`src/rtl/pux_si_mc.sv`:
```
// -----------------------------------------------------------------------------
// pux_si_mc -- multi-channel stream-in front end for the PUX crypto core.
//
// Opcodes are buffered in a small FIFO and executed one at a time. For each
// opcode the block pulses stream_request, then copies NWORDS words from every
// operand channel selected by the opcode's low NCH bits into the core operand
// RAM port. Channels are loaded in ascending index order. One status word is
// returned per opcode.
//
// Optional feature macro: PUX_SI_TIMEOUT_EN
//   defined   : an idle counter aborts a stalled LOAD after TMO_CYC cycles
//               without a beat and flags the status word.
//   undefined : no counter, LOAD waits indefinitely, timeout flag is 0.
//
// Ports
//   axis_clk, axis_rst      clock (rising edge), asynchronous active-high reset
//   axis_opcode_*           opcode stream in (ready = FIFO not full)
//   axis_op_*               NCH operand streams in, channel c at [c*DATAW +: DATAW]
//   axis_status_*           status stream out, one word per opcode
//   stream_request          one-cycle pulse per started opcode
//   core_wr_*               operand RAM write port (en/ch/addr/data)
//
// Status word: [OPCW-1:0] opcode, [OPCW] timeout, [OPCW+1] empty mask.
// Requires OPFIFOW >= 1, OPCW > NCH, DATAW >= OPCW+2.
// -----------------------------------------------------------------------------
module pux_si_mc #(
  parameter int OPCW    = 8,
  parameter int DATAW   = 16,
  parameter int NCH     = 3,
  parameter int NWORDS  = 16,
  parameter int OPFIFOW = 3,
  parameter int TMO_CYC = 255,
  localparam int CHW    = (NCH > 1) ? $clog2(NCH) : 1,
  localparam int AW     = (NWORDS > 1) ? $clog2(NWORDS) : 1
) (
  input  logic                 axis_clk,
  input  logic                 axis_rst,
  input  logic [OPCW-1:0]      axis_opcode_data,
  input  logic                 axis_opcode_valid,
  output logic                 axis_opcode_ready,
  input  logic [NCH*DATAW-1:0] axis_op_data,
  input  logic [NCH-1:0]       axis_op_valid,
  output logic [NCH-1:0]       axis_op_ready,
  output logic [DATAW-1:0]     axis_status_data,
  output logic                 axis_status_valid,
  input  logic                 axis_status_ready,
  output logic                 stream_request,
  output logic                 core_wr_en,
  output logic [CHW-1:0]       core_wr_ch,
  output logic [AW-1:0]        core_wr_addr,
  output logic [DATAW-1:0]     core_wr_data
);

  localparam int DEPTH = 2 ** OPFIFOW;
  localparam int PW    = OPFIFOW + 1;

  typedef enum logic [1:0] {
    S_IDLE  = 2'd0,
    S_FETCH = 2'd1,
    S_LOAD  = 2'd2,
    S_STAT  = 2'd3
  } state_t;

  // Lowest set bit of mask at or above index lo; MSB of the result is "found".
  function automatic logic [CHW:0] first_at_or_above(input logic [NCH-1:0] mask,
                                                     input int             lo);
    logic [CHW:0] res;
    res = '0;
    for (int i = NCH - 1; i >= 0; i--) begin
      if (mask[i] && (i >= lo)) res = {1'b1, CHW'(i)};
    end
    return res;
  endfunction

  function automatic logic [DATAW-1:0] make_status(input logic [OPCW-1:0] op,
                                                   input logic            tmo,
                                                   input logic            empty_mask);
    logic [DATAW-1:0] s;
    s              = '0;
    s[OPCW-1:0]    = op;
    s[OPCW]        = tmo;
    s[OPCW+1]      = empty_mask;
    return s;
  endfunction

  // ---------------------------------------------------------------------------
  // Opcode FIFO
  // ---------------------------------------------------------------------------
  logic [OPCW-1:0] r_fifo [DEPTH];
  logic [PW-1:0]   r_wptr;
  logic [PW-1:0]   r_rptr;
  logic            r_live;   // holds opcode_ready low until the first clock after reset
  logic            w_empty;
  logic            w_full;
  logic            w_push;

  assign w_empty           = (r_wptr == r_rptr);
  assign w_full            = (r_wptr[PW-1] != r_rptr[PW-1]) &&
                             (r_wptr[PW-2:0] == r_rptr[PW-2:0]);
  assign axis_opcode_ready = r_live && !w_full;
  assign w_push            = axis_opcode_valid && axis_opcode_ready;

  // NOTE: the storage array has no reset; only the pointers define what is
  // valid, and leaving the RAM unreset lets it map onto plain memory cells.
  always_ff @(posedge axis_clk) begin
    if (w_push) r_fifo[r_wptr[PW-2:0]] <= axis_opcode_data;
  end

  // NOTE: all sequential state uses non-blocking assignments so every register
  // samples pre-edge values regardless of block ordering.
  always_ff @(posedge axis_clk or posedge axis_rst) begin
    if (axis_rst) begin
      r_wptr <= '0;
      r_live <= 1'b0;
    end else begin
      r_live <= 1'b1;
      if (w_push) r_wptr <= r_wptr + PW'(1);
    end
  end

  // ---------------------------------------------------------------------------
  // Sequencer state and channel datapath
  // ---------------------------------------------------------------------------
  state_t           r_state;
  logic [OPCW-1:0]  r_op;
  logic [CHW-1:0]   r_ch;
  logic [AW-1:0]    r_wcnt;
  logic             r_stream_request;
  logic             r_status_valid;
  logic [DATAW-1:0] r_status_data;

  logic [CHW:0]     w_first;
  logic [CHW:0]     w_next;
  logic [NCH-1:0]   w_ready;
  logic             w_ch_valid;
  logic [DATAW-1:0] w_ch_data;
  logic             w_beat;
  logic             w_last;
  logic             w_tmo;

  // NOTE: every always_comb output gets a default first so no path can leave
  // it unassigned and infer a latch.
  always_comb begin
    w_first    = first_at_or_above(r_op[NCH-1:0], 0);
    w_next     = first_at_or_above(r_op[NCH-1:0], int'(r_ch) + 1);
    w_ready    = '0;
    w_ch_valid = 1'b0;
    w_ch_data  = '0;
    for (int c = 0; c < NCH; c++) begin
      if (r_ch == CHW'(c)) begin
        w_ready[c] = (r_state == S_LOAD);
        w_ch_valid = axis_op_valid[c];
        w_ch_data  = axis_op_data[c*DATAW +: DATAW];
      end
    end
  end

  assign w_beat = (r_state == S_LOAD) && w_ch_valid;
  assign w_last = (r_wcnt == AW'(NWORDS - 1));

`ifdef PUX_SI_TIMEOUT_EN
  localparam int TW = (TMO_CYC > 1) ? $clog2(TMO_CYC + 1) : 1;

  logic [TW-1:0] r_idle;

  // Fires on the TMO_CYC-th consecutive LOAD cycle without a beat.
  assign w_tmo = (r_state == S_LOAD) && !w_beat && (r_idle == TW'(TMO_CYC - 1));

  always_ff @(posedge axis_clk or posedge axis_rst) begin
    if (axis_rst) begin
      r_idle <= '0;
    end else if ((r_state != S_LOAD) || w_beat || w_tmo) begin
      // Held at zero outside LOAD, so LOAD entry always starts a fresh count.
      r_idle <= '0;
    end else begin
      r_idle <= r_idle + TW'(1);
    end
  end
`else
  // Constant 0: TMO_CYC is never negative.
  assign w_tmo = (TMO_CYC < 0);
`endif

  always_ff @(posedge axis_clk or posedge axis_rst) begin
    if (axis_rst) begin
      r_state          <= S_IDLE;
      r_rptr           <= '0;
      r_op             <= '0;
      r_ch             <= '0;
      r_wcnt           <= '0;
      r_stream_request <= 1'b0;
      r_status_valid   <= 1'b0;
      r_status_data    <= '0;
    end else begin
      r_stream_request <= 1'b0;
      unique case (r_state)
        S_IDLE: begin
          if (!w_empty) begin
            r_op             <= r_fifo[r_rptr[PW-2:0]];
            r_rptr           <= r_rptr + PW'(1);
            r_stream_request <= 1'b1;   // visible for exactly the FETCH cycle
            r_state          <= S_FETCH;
          end
        end
        S_FETCH: begin
          if (w_first[CHW]) begin
            r_ch    <= w_first[CHW-1:0];
            r_wcnt  <= '0;
            r_state <= S_LOAD;
          end else begin
            r_status_data  <= make_status(r_op, 1'b0, 1'b1);
            r_status_valid <= 1'b1;
            r_state        <= S_STAT;
          end
        end
        S_LOAD: begin
          if (w_beat) begin
            if (w_last) begin
              r_wcnt <= '0;
              if (w_next[CHW]) begin
                r_ch <= w_next[CHW-1:0];
              end else begin
                r_status_data  <= make_status(r_op, 1'b0, 1'b0);
                r_status_valid <= 1'b1;
                r_state        <= S_STAT;
              end
            end else begin
              r_wcnt <= r_wcnt + AW'(1);
            end
          end else if (w_tmo) begin
            // Abandon the remaining words; no further writes for this opcode.
            r_wcnt         <= '0;
            r_status_data  <= make_status(r_op, 1'b1, 1'b0);
            r_status_valid <= 1'b1;
            r_state        <= S_STAT;
          end
        end
        S_STAT: begin
          if (axis_status_ready) begin
            r_status_valid <= 1'b0;
            r_status_data  <= '0;
            r_state        <= S_IDLE;
          end
        end
        default: r_state <= S_IDLE;
      endcase
    end
  end

  // ---------------------------------------------------------------------------
  // Outputs
  // ---------------------------------------------------------------------------
  assign axis_op_ready     = w_ready;
  assign axis_status_valid = r_status_valid;
  assign axis_status_data  = r_status_data;
  assign stream_request    = r_stream_request;

  // Write port follows the beat combinationally; fields are zero when idle.
  assign core_wr_en   = w_beat;
  assign core_wr_ch   = w_beat ? r_ch      : '0;
  assign core_wr_addr = w_beat ? r_wcnt    : '0;
  assign core_wr_data = w_beat ? w_ch_data : '0;

endmodule

```
`config.mk`:
```
export PLATFORM = sky130hd
export DESIGN_NAME = pux_si_mc
export DESIGN_NICKNAME = d
export VERILOG_FILES = /design/src/rtl/pux_si_mc.sv
export SDC_FILE = /design/constraint.sdc
export NUM_CORES = 1
export LEC_CHECK = 0
export CAP_MARGIN = 30
export CELL_PAD_IN_SITES_DETAIL_PLACEMENT = 1
export CELL_PAD_IN_SITES_GLOBAL_PLACEMENT = 2
export CORE_MARGIN = 1.5
export CORE_UTILIZATION = 31
export CTS_BUF_LIST = sky130_fd_sc_hd__clkbuf_4 sky130_fd_sc_hd__clkbuf_8
export DETAILED_ROUTE_END_ITERATION = 6
export PLACE_DENSITY_LB_ADDON = 0.1
export SKIP_LAST_GASP = 1
export SYNTH_ARGS = -nofsm -noshare
export SYNTH_HDL_FRONTEND = slang
export SYNTH_SLANG_ARGS = --single-unit
```
`constraint.sdc`:
```
create_clock -name axis_clk -period 2.52 [get_ports axis_clk]
set_clock_uncertainty 0.15 [all_clocks]
set_input_delay 0.504 -clock axis_clk [delete_from_list [all_inputs] [get_ports axis_clk]]
set_output_delay 0.504 -clock axis_clk [all_outputs]
set_load 0.01 [all_outputs]
```
==> summary.md <==
Timing
- 0.404 GHz — maximum clock rate
- true — RSZ-0062 raised after global routing
- 0.195 ns — worst hold slack
- 0 — number of slew-limit violations in the final report
- 0 — final setup violation count
- 0.983 — crit share post-route
- 2.48 ns — time the final worst path needs with I/O delays and setup
- 0 — Final Hold Violating Endpoints
- 0 ns — setup TNS

Pwr
- 1000 mW/mm2 — power density normalized to cell area
- 2.68 nW — static leakage
- 6.53 mW — Final Power
- 0.000433 V — largest vdd supply drop

Clock tree
- 0.38 ns — clock latency reported for the late side of the worst-skew pair
- 3 — Max H-tree Level
- done — CTS tree
- sky130_fd_sc_hd__clkbuf_8 — master cell of the clock root buffer
- 0.10 ns — clock-pin slew on the worst setup and hold paths
- 9 — clock buffer count from CTS
- 2 — maximum number of buffers from clock root to sink
- 100 — clock tree sinks
- 0 — CTS hold repair buffers

Global routing
- 3479 — vias in the first global route
- 32 — largest net degree at the start of global routing
- 0 — grt total ovfl
- 19.4 mm — first-pass GRT wire length
- 0 — number of antenna violations at the first check in global routing
- 0.159 — global router's overall resource usage

Floorplan
- 0.316 — Initial Util
- 0.0162 mm2 — area of the die
- 45 — count of standard-cell rows
- 0.0151 mm2 — Core Area
- 127 um — die span in y
- 108 — number of I/O pins
- 127 um — Die X

Yosys
- 0.0924 — Simple-Gate Fraction of Synth Area
- 0.0209 — post-synthesis share of cell area spent on full adders, half adders and majority gates
- 0 — Ys Warns
- 0.00478 mm2 — Cell Area, Synth
- 0.360 — async set-reset flop share out of synthesis
- 100 — post-synthesis register bit count
- 44 — Unique masters post-synth
- multiplexers — main combinational cell family by area after synthesis
- 0.0712 — complex-gate fraction of the synthesized area
- 12.9 um2 — mean area per synthesized cell
- 0.591 — part of the Yosys area used for sequential elements
- 0.402 — share of Yosys cell area claimed by the top area cell type
- sky130_fd_sc_hd__edfxtp_1 40%, sky130_fd_sc_hd__dfrtp_1 19%, sky130_fd_sc_hd__mux4_2 7.5% — leading cell types by total area after synthesis
- 64 x sky130_fd_sc_hd__edfxtp_1, 46 x sky130_fd_sc_hd__nor2_1, 36 x sky130_fd_sc_hd__dfrtp_1 — most numerous cell types in the synthesized netlist
- 64 — number of enable flip-flop cells after synthesis
- sky130_fd_sc_hd__edfxtp_1 — cell with the most instances after synthesis
- 0.0183 — xor-xnor portion of the synthesized cell area
- sky130_fd_sc_hd__edfxtp_1 — ys flop type
- 0.159 — multiplexer fraction of the synthesized cell area
- 370 — Syn Inst Count
- sky130_fd_sc_hd__edfxtp_1 — cell type with the largest total area after synthesis

Critical path
- sky130_fd_sc_hd__dfrtp_2 — slowest cell on the critical path
- 3 — Crit path buffers/inverters
- mux2i_2 -> o2bb2ai_2 -> buf_6 -> nand2_8 -> clkbuf_16 -> nor2_1 -> buf_2 — crit-path cells
- flip-flop — category of the worst setup path launch point
- 0.46 ns — delay of the slowest critical-path stage
- 1.87 ns — required arrival time at the worst endpoint
- primary output — critical path capture point type
- flip-flops — cell family with the largest share of critical-path delay
- 1.82 ns — data arrival at the endpoint of the critical path
- 5 — maximum fanout encountered on the critical timing path
- reg2out — Worst Setup Path Type

Worst hold path
- in2async — Hold WC Path Type

Run status
- finished clean — run status

Placement
- 8.67 mm — detailed placement HPWL
- 100 — IO Port Bufs
- 0.00616 mm2 — placed inst area
- 0.743 — RD Place Congestion

Detailed routing
- 3339 — Via Count
- 0 — drc violations
- 4 — first-pass detailed-route iteration total
- 134 — drt first-iter violations
- 0 — number of nets with antenna violations after detailed routing
- 4.75 — ratio of routed vias to standard cells
- 17.6 um — average wire per standard cell
- 12.4 mm — Post-Route WL

Layout
- 0 — diode count
- 36.3% — signed area change from the synthesized netlist to the final layout
- 0.430 — core utilization of the finished layout
- 0.245 — fraction of layout instances using a drive strength above 1
- 1594 — final-layout fill cell count
- 581 — number of nets at the end of the flow
- 0.00652 mm2 — post-route cell area

Job
- 0 — Max Cap Violations

-- final cells by class --
| cell class | count | area (um2) | share of cell area |
|---|---|---|---|
| timing repair buffer | 148 | 1350 | 0.207 |
| tap | 188 | 235 | 0.0361 |
| sequential | 100 | 2830 | 0.434 |
| inverter | 19 | 71.3 | 0.0109 |
| multi-input combinational | 232 | 1840 | 0.283 |
| clock inverter | 7 | 63.8 | 0.00979 |
| clock buffer | 9 | 124 | 0.0190 |
-- flip-flops by register name (all words and copies together) (netlist names), 2 cells and up --
| register | cells |
|---|---|
| r_wcnt | 4 |
| r_fifo | 64 |
| r_rptr | 4 |
| r_state | 2 |
| axis_status_data | 9 |
| r_wptr | 4 |
| r_ch | 2 |
| r_op | 8 |
-- repair_timing --
item / 4_1_cts / 5_1_grt
cloned: 1 / 1
buffers inserted: 8 / 7
setup endpoints to repair: 27 / 39
endpoints found under the hold margin: 0 / 0
gates resized for setup: 72 / 45
pin swaps: 1 / 3
-- report_power, final --
part	switching, mW	internal (mW)
clock network	0.621	0.383
registers	0.224	2.09
logic	1.59	1.62
-- stage by stage --
| step | setup slack (ns) | cells |
|---|---|---|
| 2_1_floorplan | 0.105 | 376 |
| 3_3_place_gp | -0.300 | 672 |
| 3_5_place_dp | -0.359 | 672 |
| 4_1_cts | -0.144 | 697 |
| 5_1_grt | -0.0430 | 703 |
| 6_report | 0.0431 | 703 |
-- layer usage --
metal | part of all wire | GRT usage
met5 | 0 | 0
met4 | 0.011 | 0.0521
met3 | 0.049 | 0.0352
met2 | 0.48 | 0.263
met1 | 0.46 | 0.208
-- worst paths after layout --
| check | start | to | slack [ns] | depth (start not counted) |
|---|---|---|---|---|
| setup / recovery | r_ch[1] | core_wr_data[2] | 0.04 | 7 |
| hold / removal | axis_rst | r_live | 0.20 | 2 |
| setup reg to reg | r_ch[1] | r_state[1] | 0.18 | 8 |
| hold reg to reg | r_op[7] | r_op[7] | 0.34 | 2 |
| max in group asynchronous | axis_rst | r_ch[1] | 1.56 | 3 |
| min in group axis_clk | r_op[7] | r_op[7] | 0.34 | 2 |
-- logic make-up after synthesis --
| family | after synthesis |
|---|---|
| other cells | 2 |
| flops | 100 |
| mux | 55 |
| simple gates | 100 |
| compound gates | 51 |
| fa+ha+maj | 8 |
| buf+inv | 44 |
| xor+xnor | 10 |
-- cell usage in the layout, fill, tap and decap left out, types with 12 or more instances in the layout --
master,count
sky130_fd_sc_hd__mux4_2,16
sky130_fd_sc_hd__o21ai_0,12
sky130_fd_sc_hd__clkdlybuf4s50_1,71
sky130_fd_sc_hd__edfxtp_1,64
sky130_fd_sc_hd__nand2_1,28
sky130_fd_sc_hd__inv_1,18
sky130_fd_sc_hd__mux2i_1,33
sky130_fd_sc_hd__buf_2,18
sky130_fd_sc_hd__dfrtp_1,31
sky130_fd_sc_hd__a21oi_1,20
sky130_fd_sc_hd__buf_4,40
sky130_fd_sc_hd__nor2_1,39
No activity file was read; power rests on OpenSTA's default activity.
